<file path="src/rtl/prj_definition.sv">
// ---------------------------------------------------------------------------
// prj_definition : shared bus widths and responder state encodings
// Rev 1.0
// ---------------------------------------------------------------------------
`default_nettype none

package prj_definition;

    localparam int DATA_INDEX_LIMIT    = 31;
    localparam int ADDRESS_INDEX_LIMIT = 25;
    localparam int BUS_DATA_WIDTH      = DATA_INDEX_LIMIT + 1;
    localparam int BUS_ADDR_WIDTH      = ADDRESS_INDEX_LIMIT + 1;
    localparam int WR_COUNT_WIDTH      = 16;
    localparam int CNT_WIDTH           = 4;

    typedef enum logic [1:0] {
        RSP_IDLE = 2'd0,
        RSP_WAIT = 2'd1,
        RSP_RESP = 2'd2,
        RSP_DONE = 2'd3
    } rsp_state_t;

endpackage

`default_nettype wire

</file>
<file path="src/rtl/da_vinci_resp_store.sv">
// ---------------------------------------------------------------------------
// da_vinci_resp_store : single-port word array, sync write / async read
// Rev 1.0
// ---------------------------------------------------------------------------
`default_nettype none

module da_vinci_resp_store
    import prj_definition::*;
#(
    parameter int    DATA_WIDTH = BUS_DATA_WIDTH,
    parameter int    DEPTH_LOG2 = 4,
    parameter string INIT_FILE  = ""
) (
    input  logic                  clk,
    input  logic                  we,
    input  logic [DEPTH_LOG2-1:0] addr,
    input  logic [DATA_WIDTH-1:0] wdata,
    output logic [DATA_WIDTH-1:0] rdata
);

    logic [DATA_WIDTH-1:0] mem [0:(2**DEPTH_LOG2)-1];

    // Contents deliberately survive reset.
    always @(posedge clk) begin
        if (we) begin
            mem[addr] <= wdata;
        end
    end

    assign rdata = mem[addr];

endmodule

`default_nettype wire

</file>
<file path="src/rtl/da_vinci_mem_responder.sv">
// ---------------------------------------------------------------------------
// da_vinci_mem_responder : windowed memory responder with wait states
// Rev 1.0
// ---------------------------------------------------------------------------
`default_nettype none

module da_vinci_mem_responder
    import prj_definition::*;
#(
    parameter int                    DATA_WIDTH  = BUS_DATA_WIDTH,
    parameter int                    ADDR_WIDTH  = BUS_ADDR_WIDTH,
    parameter logic [ADDR_WIDTH-1:0] BASE_ADDR   = 26'h1000000,
    parameter int                    DEPTH_LOG2  = 4,
    parameter int                    WAIT_CYCLES = 2,
    parameter string                 INIT_FILE   = ""
) (
    input  logic                      CLK,
    input  logic                      RST,
    input  logic [ADDR_WIDTH-1:0]     ADDR,
    input  logic                      READ,
    input  logic                      WRITE,
    input  logic [DATA_WIDTH-1:0]     DATA_IN,
    output logic [DATA_WIDTH-1:0]     DATA_OUT,
    output logic                      READY,
    output logic                      ERR,
    output logic [WR_COUNT_WIDTH-1:0] WR_COUNT
);

    localparam logic [ADDR_WIDTH:0]    WINDOW_LIMIT = {1'b0, BASE_ADDR} + (ADDR_WIDTH+1)'(2 ** DEPTH_LOG2);
    localparam logic [ADDR_WIDTH:0]    ADDR_SPACE   = {1'b1, {ADDR_WIDTH{1'b0}}};
    localparam logic [CNT_WIDTH-1:0]   WAIT_LOAD    = CNT_WIDTH'(WAIT_CYCLES);
    localparam logic [WR_COUNT_WIDTH-1:0] COUNT_MAX = {WR_COUNT_WIDTH{1'b1}};

    generate
        if (WINDOW_LIMIT > ADDR_SPACE || DEPTH_LOG2 >= ADDR_WIDTH) begin : g_bad_window
            $error("da_vinci_mem_responder: window wraps past the address space");
        end
        if (WAIT_CYCLES < 0 || WAIT_CYCLES > 15) begin : g_bad_wait
            $error("da_vinci_mem_responder: WAIT_CYCLES must be 0..15");
        end
    endgenerate

    rsp_state_t             state;
    rsp_state_t             state_nxt;
    logic [CNT_WIDTH-1:0]   cnt;
    logic [ADDR_WIDTH-1:0]  addr_q;
    logic [DATA_WIDTH-1:0]  data_q;
    logic                   rd_q;
    logic                   wr_q;
    logic                   req;
    logic [ADDR_WIDTH-1:0]  rel_addr;
    logic                   in_window;
    logic                   bad_access;
    logic                   mem_we;
    logic [DATA_WIDTH-1:0]  mem_rdata;

    assign req        = READ | WRITE;
    assign rel_addr   = addr_q - BASE_ADDR;
    // Below-base addresses wrap to large offsets, so both bounds are needed.
    assign in_window  = (addr_q >= BASE_ADDR) && (rel_addr[ADDR_WIDTH-1:DEPTH_LOG2] == '0);
    assign bad_access = (rd_q & wr_q) | ~in_window;
    assign mem_we     = (state == RSP_RESP) & wr_q & ~rd_q & in_window;

    da_vinci_resp_store #(
        .DATA_WIDTH (DATA_WIDTH),
        .DEPTH_LOG2 (DEPTH_LOG2),
        .INIT_FILE  (INIT_FILE)
    ) u_store (
        .clk   (CLK),
        .we    (mem_we),
        .addr  (rel_addr[DEPTH_LOG2-1:0]),
        .wdata (data_q),
        .rdata (mem_rdata)
    );

    always_ff @(posedge CLK or posedge RST) begin
        if (RST) begin
            state <= RSP_IDLE;
        end else begin
            state <= state_nxt;
        end
    end

    always_comb begin
        state_nxt = state;
        case (state)
            RSP_IDLE: begin
                if (req) begin
                    state_nxt = (WAIT_CYCLES > 0) ? RSP_WAIT : RSP_RESP;
                end
            end
            RSP_WAIT: begin
                if (cnt <= CNT_WIDTH'(1)) begin
                    state_nxt = RSP_RESP;
                end
            end
            RSP_RESP: begin
                state_nxt = RSP_DONE;
            end
            RSP_DONE: begin
                // Holding off until the bus is idle stops a held request re-firing.
                if (!READ && !WRITE) begin
                    state_nxt = RSP_IDLE;
                end
            end
            default: begin
                state_nxt = RSP_IDLE;
            end
        endcase
    end

    always_ff @(posedge CLK or posedge RST) begin
        if (RST) begin
            cnt      <= '0;
            addr_q   <= '0;
            data_q   <= '0;
            rd_q     <= 1'b0;
            wr_q     <= 1'b0;
            DATA_OUT <= '0;
            READY    <= 1'b0;
            ERR      <= 1'b0;
            WR_COUNT <= '0;
        end else begin
            READY <= (state == RSP_RESP);
            ERR   <= (state == RSP_RESP) & bad_access;
            case (state)
                RSP_IDLE: begin
                    if (req) begin
                        addr_q <= ADDR;
                        data_q <= DATA_IN;
                        rd_q   <= READ;
                        wr_q   <= WRITE;
                        cnt    <= WAIT_LOAD;
                    end
                end
                RSP_WAIT: begin
                    cnt <= cnt - CNT_WIDTH'(1);
                end
                RSP_RESP: begin
                    if (rd_q) begin
                        DATA_OUT <= bad_access ? '0 : mem_rdata;
                    end
                    if (mem_we && WR_COUNT != COUNT_MAX) begin
                        WR_COUNT <= WR_COUNT + WR_COUNT_WIDTH'(1);
                    end
                end
                default: begin
                end
            endcase
        end
    end

endmodule

`default_nettype wire

</file>
<file path="config.mk">
export PLATFORM = sky130hd
export DESIGN_NAME = da_vinci_mem_responder
export DESIGN_NICKNAME = d
export VERILOG_FILES = /design/src/rtl/prj_definition.sv /design/src/rtl/da_vinci_resp_store.sv /design/src/rtl/da_vinci_mem_responder.sv
export SDC_FILE = /design/constraint.sdc
export NUM_CORES = 1
export LEC_CHECK = 0
export BUFFER_PORTS_ARGS = -buffer_cell sky130_fd_sc_hd__buf_2
export CAP_MARGIN = 0
export CORE_MARGIN = 4
export CORE_UTILIZATION = 50
export DETAILED_ROUTE_END_ITERATION = 8
export PLACE_DENSITY = 0.75
export SYNTH_ARGS = -nofsm -noshare
export SYNTH_HDL_FRONTEND = slang
export SYNTH_SLANG_ARGS = --single-unit
</file>
<file path="constraint.sdc">
create_clock -name CLK -period 4.98 [get_ports CLK]
set_input_delay 1.245 -clock CLK [delete_from_list [all_inputs] [get_ports CLK]]
set_output_delay 1.245 -clock CLK [all_outputs]
set_load 0.02 [all_outputs]
</file>
-- Word-level counts from Yosys, hierarchy flattened
Memories as Yosys holds them, arrays and structs flattened.
Index checks and enable logic that the tools add are counted.
- logic and storage cells: 54
- input port bits: 62
- flip-flop bits (word level): 116
- RAM bits: 512
- memories: 1
- output and inout port bits: 50
- reductions and logical operators: 13
- bitwise gates (word level): 9
- muxes and demuxes: 9
- magnitude comparators: 2
- equality and inequality tests: 7
- $add $sub $neg: 3
- memory list (memory ; words ; width ; rd ports ; clocked after Yosys merged registers in ; write ports ; line ; RTL):
    u_store.mem ; 16 ; 32 ; 1 ; 0 ; 1 ; da_vinci_resp_store.sv:21 ; logic [DATA_WIDTH-1:0] mem [0:(2**DEPTH_LOG2)-1];
- operators by type and width (cell ; number):
    2-to-1 mux 32 bit ; 1
    greater-or-equal comparator 26 x 25 -> 1 bit (second input constant) ; 1
    subtractor 26 x 25 -> 26 bit (second input constant) ; 1
    logical NOT 22 bit ; 1
    adder 16 x 1 -> 16 bit (second input constant) ; 1
    != test 16 bit (second input constant) ; 1
    one-hot mux 2 bit (4 select lines) ; 1
    one-hot mux 4 bit (2 select lines) ; 1
    AND reduction 2 bit ; 4
    2-to-1 mux 2 bit ; 3
    != test 2 bit (second input constant) ; 3
    AND 1 bit ; 5
    == test 2 bit (second input constant) ; 2
    <= comparator 4 x 1 -> 1 bit (second input constant) ; 1
    2-to-1 mux 4 bit ; 1
    subtractor 4 x 1 -> 4 bit (second input constant) ; 1
    logical AND 1 bit ; 3
    AND reduction 3 bit ; 1
    == test 2 x 1 -> 1 bit (second input constant) ; 1
    logical NOT 1 bit ; 2
    logical NOT 2 bit ; 1
    2-to-1 mux 1 bit ; 2
    inverter 1 bit ; 2
    OR 1 bit ; 2
    nonzero test 2 bit ; 1

-- Logic depth before layout (Yosys ltp)
- depth in word-level cells: 6
- mapped depth: 8
- depth with buffers taken out: 7

-- Modules after synthesis
From an unflattened synthesis, not the netlist that was laid out.
- cells, all modules: 1206
- area total of the unflattened synthesis: 24040.6 µm²
- modules (own cells, without submodules) (module ; area an instance (µm²) ; instances ; cells an instance ; seq. area each (µm²)):
    da_vinci_resp_store ; 19222.2 ; 1 ; 808 ; 15374.7
    da_vinci_mem_responder ; 4818.4 ; 1 ; 398 ; 2902.8

-- Least setup slack after synthesis
No wires, ideal clock.
- kind: register -> register
- from: reg state[0]
- to: mem u_store.mem[1][0] (netlist name), enable pin
- data arrival time: 3.833 ns
- path slack: 0.685 ns
- clock period less this slack: 4.295 ns
- library setup time: 0.461 ns
- cell stages (with the launch flop): 8
- cell sequence: dfrtp_1 > inv_1 > ha_1 > buf_2 > nand3b_1 > nor4_4 > nand3b_1 > nor3_1
- longest elaborated chain between the ends: 6
- RTL lines (element ; line ; RTL):
    from (decl) ; da_vinci_mem_responder.sv:43 ; rsp_state_t state;
    from (signal assigned) ; da_vinci_mem_responder.sv:80 ; state <= state_nxt;
    == test 2 bit ; da_vinci_mem_responder.sv:62 ; assign mem_we = (state == RSP_RESP) & wr_q & ~rd_q & in_window;
    AND 1 bit (3 in a row) ; da_vinci_mem_responder.sv:62 ;
    2-to-1 mux 1 bit ; da_vinci_resp_store.sv:25 ; if (we) begin
    2-to-1 mux 1 bit (implied by the code) ; da_vinci_resp_store.sv:26 ; mem[addr] <= wdata;
    to (decl) ; da_vinci_resp_store.sv:21 ;
No other way between the ends.

-- Worst setup path after layout
- from: reg state[0]
- to: mem u_store.mem[11][19] (netlist name), enable pin
Same word-level chain as after synthesis.

==> flow_metrics.tcl <==
set metrics [dict create \
    status "finished, final reports clean" \
    cap_violations 0 \
    core_region_area_sq_um 47700 \
    synth_enable_flop_cells 512 \
    rows 80 \
    drt_iter0_drc 1104 \
    cts_tree "built" \
    power_density_nw_per_um2 554 \
    wirelength_um 50400 \
    path_cells "inv_1, ha_1, nand3b_1, nor4_4, nand3_1, nor2_4" \
    numCtsBuffers 59 \
    ys_seq_area_share_pct 75.7 \
    crit_path_top_delay_cell "nor2_4" \
    ant_nets 0 \
    netlist_instances 1178 \
    postCtsResizedCells 0 \
    path_max_fanout 32 \
    drt_pass1_iterations 5 \
    via_per_inst 5.97 \
    hpwl_um 28900 \
    drive_gt1_share_pct 33.7 \
    grt_max_degree 118 \
    critPathKind "reg -> reg" \
    ys_seq_elements 628 \
    clock-sinks 628 \
    yosysWarnings 0 \
    root_buffer "clkbuf_16" \
    h-tree-depth 2 \
    async_flop_share_pct 18.5 \
    worstSetupEndpointType "flop" \
    crit_path_start_kind "flop" \
    pin_count 112 \
    rsz0062_at_grt "false" \
    nets 1379 \
    route.detailed.drc 0 \
    crit_arrival_ns 3.99 \
    relSlewSlack_pct 21.8 \
    dieArea_sq_um 51800 \
    synth_top_area_share_pct 63.7 \
    postPlaceCellArea_sq_um 25500 \
    io_buffers 111 \
    final_area_sq_um 27300 \
    finalHoldViolCount 0 \
    finClkSkew_ns 0.0165 \
    synth.most_common_cell "edfxtp_1" \
    cts_setup_buffers 0 \
    ys_top_cells_by_area "edfxtp_1 (64%), dfrtp_1 (12%), mux4_2 (12%)" \
    wl_per_cell_um 25.5 \
    clk_latency_ns 0.60 \
    antenna_found_initial 0 \
    synthFlopType "edfxtp_1" \
    slew_viol_final 0 \
    synth.avg_cell_area_sq_um 20.5 \
    period_minus_slack_ns 3.77 \
    die_y_um 228 \
    ys_types 44 \
    min_period_over_period_pct 75.7 \
    p_leak_nw 9.45 \
    setup_viol 0 \
    grt-ovfl-total 0 \
    pre_cts_ws_ns 1.18 \
    place.gp.congestion 0.743 \
    via_count 11800 \
    die_w_um 228 \
    grtUsageTotal_pct 19.9 \
    syn_to_final_growth_pct 13.2 \
    grt_pass1_wl_um 77100 \
    tightest_slew_ns 1.17 \
    required_ns 5.20 \
    yosys.area.top_type "edfxtp_1" \
    crit_path_max_incr_delay_ns 1.01 \
    path_clk_slew_ns 0.06 \
    yosys-top-cells-count "edfxtp_1 (512), mux4_2 (128), dfrtp_1 (116)" \
    hold_buffers 0 \
    syn-cell-area_sq_um 24100 \
    hp-class "reg -> reg" \
    cts_buffer_depth 3 \
    syn_nets 1247 \
    start_util_pct 50.5 \
    vdd_drop_max_v 0.000407 \
    setup_slack_ns 1.21 \
    fmax_mhz 265 \
    grt_pass1_vias 12200 \
    tns_ns 0 \
]
## placed cells by master, fill, tap and decap left out, types with 2 or more instances in the layout
cell type	n
mux2_2	60
ha_1	7
nor2_1	39
dfrtp_1	114
clkbuf_1	14
buf_12	3
nor3_1	2
inv_1	5
clkbuf_16	62
clkinv_2	14
buf_4	20
nand2_1	53
nor3_2	4
xnor2_1	13
mux4_2	128
o21ai_2	20
nand3b_1	3
a22o_1	65
bufinv_16	2
mux2i_1	2
edfxtp_1	512
nand4_1	9
dfrtp_4	2
nand3_1	9
o21ai_1	12
nor4_1	3
clkinv_1	12
a32oi_1	2
nor2b_4	2
buf_2	111
nand2b_1	2
clkinvlp_4	2
nor2_4	13
o21ai_0	4
nor4_2	4
nor4b_1	2
and3_1	7
## worst max-delay path, delay by kind of cell (launching register included)
| kind | cells | cell delay [ns] |
|---|---|---|
| flops | 1 | 0.41 |
| simple gates | 4 | 2.38 |
| buf+inv | 1 | 0.10 |
| fa+ha+maj | 1 | 0.49 |
## area by class of cell
type | instances | area [sq um]
multi-input cells | 481 | 5630
clock inverters | 33 | 224
inverters | 6 | 25.0
flip-flops and latches | 628 | 18300
fillers | 3365 | 20400
repair buffers | 134 | 766
well taps | 615 | 769
diodes | 1 | 2.50
clock buffers | 77 | 1620
## routing by layer
metal	share of wire (%)	vias up	GRT usage, %
li1	-	5063	-
met1	41	6205	27.9
met2	50	450	32.6
met3	7.2	66	4.06
met4	1.8	0	5.00
met5	0	-	0
## flip-flops by register name (all words and copies together) (netlist names)
| register | count |
|---|---|
| WR_COUNT | 16 |
| wr_q | 1 |
| DATA_OUT | 32 |
| READY | 1 |
| data_q | 32 |
| u_store.mem | 512 |
| state | 2 |
| addr_q | 26 |
| ERR | 1 |
| cnt | 4 |
| rd_q | 1 |
## report_power, final
group / leakage (nW) / internal (mW) / switching [mW]
Combinational: 2.46 / 1.65 / 1.69
Sequential: 6.08 / 6.62 / 0.934
Clock: 0.905 / 2.39 / 1.87
Total: 9.45 / 10.7 / 4.49
## per-stage QoR
step / hold slack, ns / std cells / total power [mW] / util (%)
floorplan: 0.486 / 1178 / 9.84 / -
CTS: 0.476 / 1974 / 15.3 / 57.2
global route: 0.495 / 1974 / 15.8 / 57.2
finish: 0.473 / 1975 / 15.1 / 57.2
global placement: 0.457 / 1864 / 10.9 / 53.4
detailed placement: 0.462 / 1864 / 11.0 / 53.4
## final timing paths
path                                       end  slack, ns  cells after the start        start
max in group asynchronous          WR_COUNT[1]       3.64                      3          RST
setup / recovery           u_store.mem[11][19]       1.21                      6     state[0]
min in group asynchronous           data_q[13]       0.77                      3          RST
setup reg to reg           u_store.mem[11][19]       1.21                      6     state[0]
hold reg to reg                    DATA_OUT[0]       0.47                      2  DATA_OUT[0]
hold / removal                     DATA_OUT[0]       0.47                      2  DATA_OUT[0]
## kinds of logic after synthesis
group                      after synthesis  share of synthesized area [%]
adders and majority gates                7                          0.363
buffers and inverters                   69                           1.51
AOI/OAI and AO/OA                      109                           3.75
and+or+nand+nor                        160                           3.25
xor gates and xnor gates                14                          0.508
muxes                                  191                           14.9
DFF                                    628                           75.7
No activity file was read; power rests on OpenSTA's default activity.
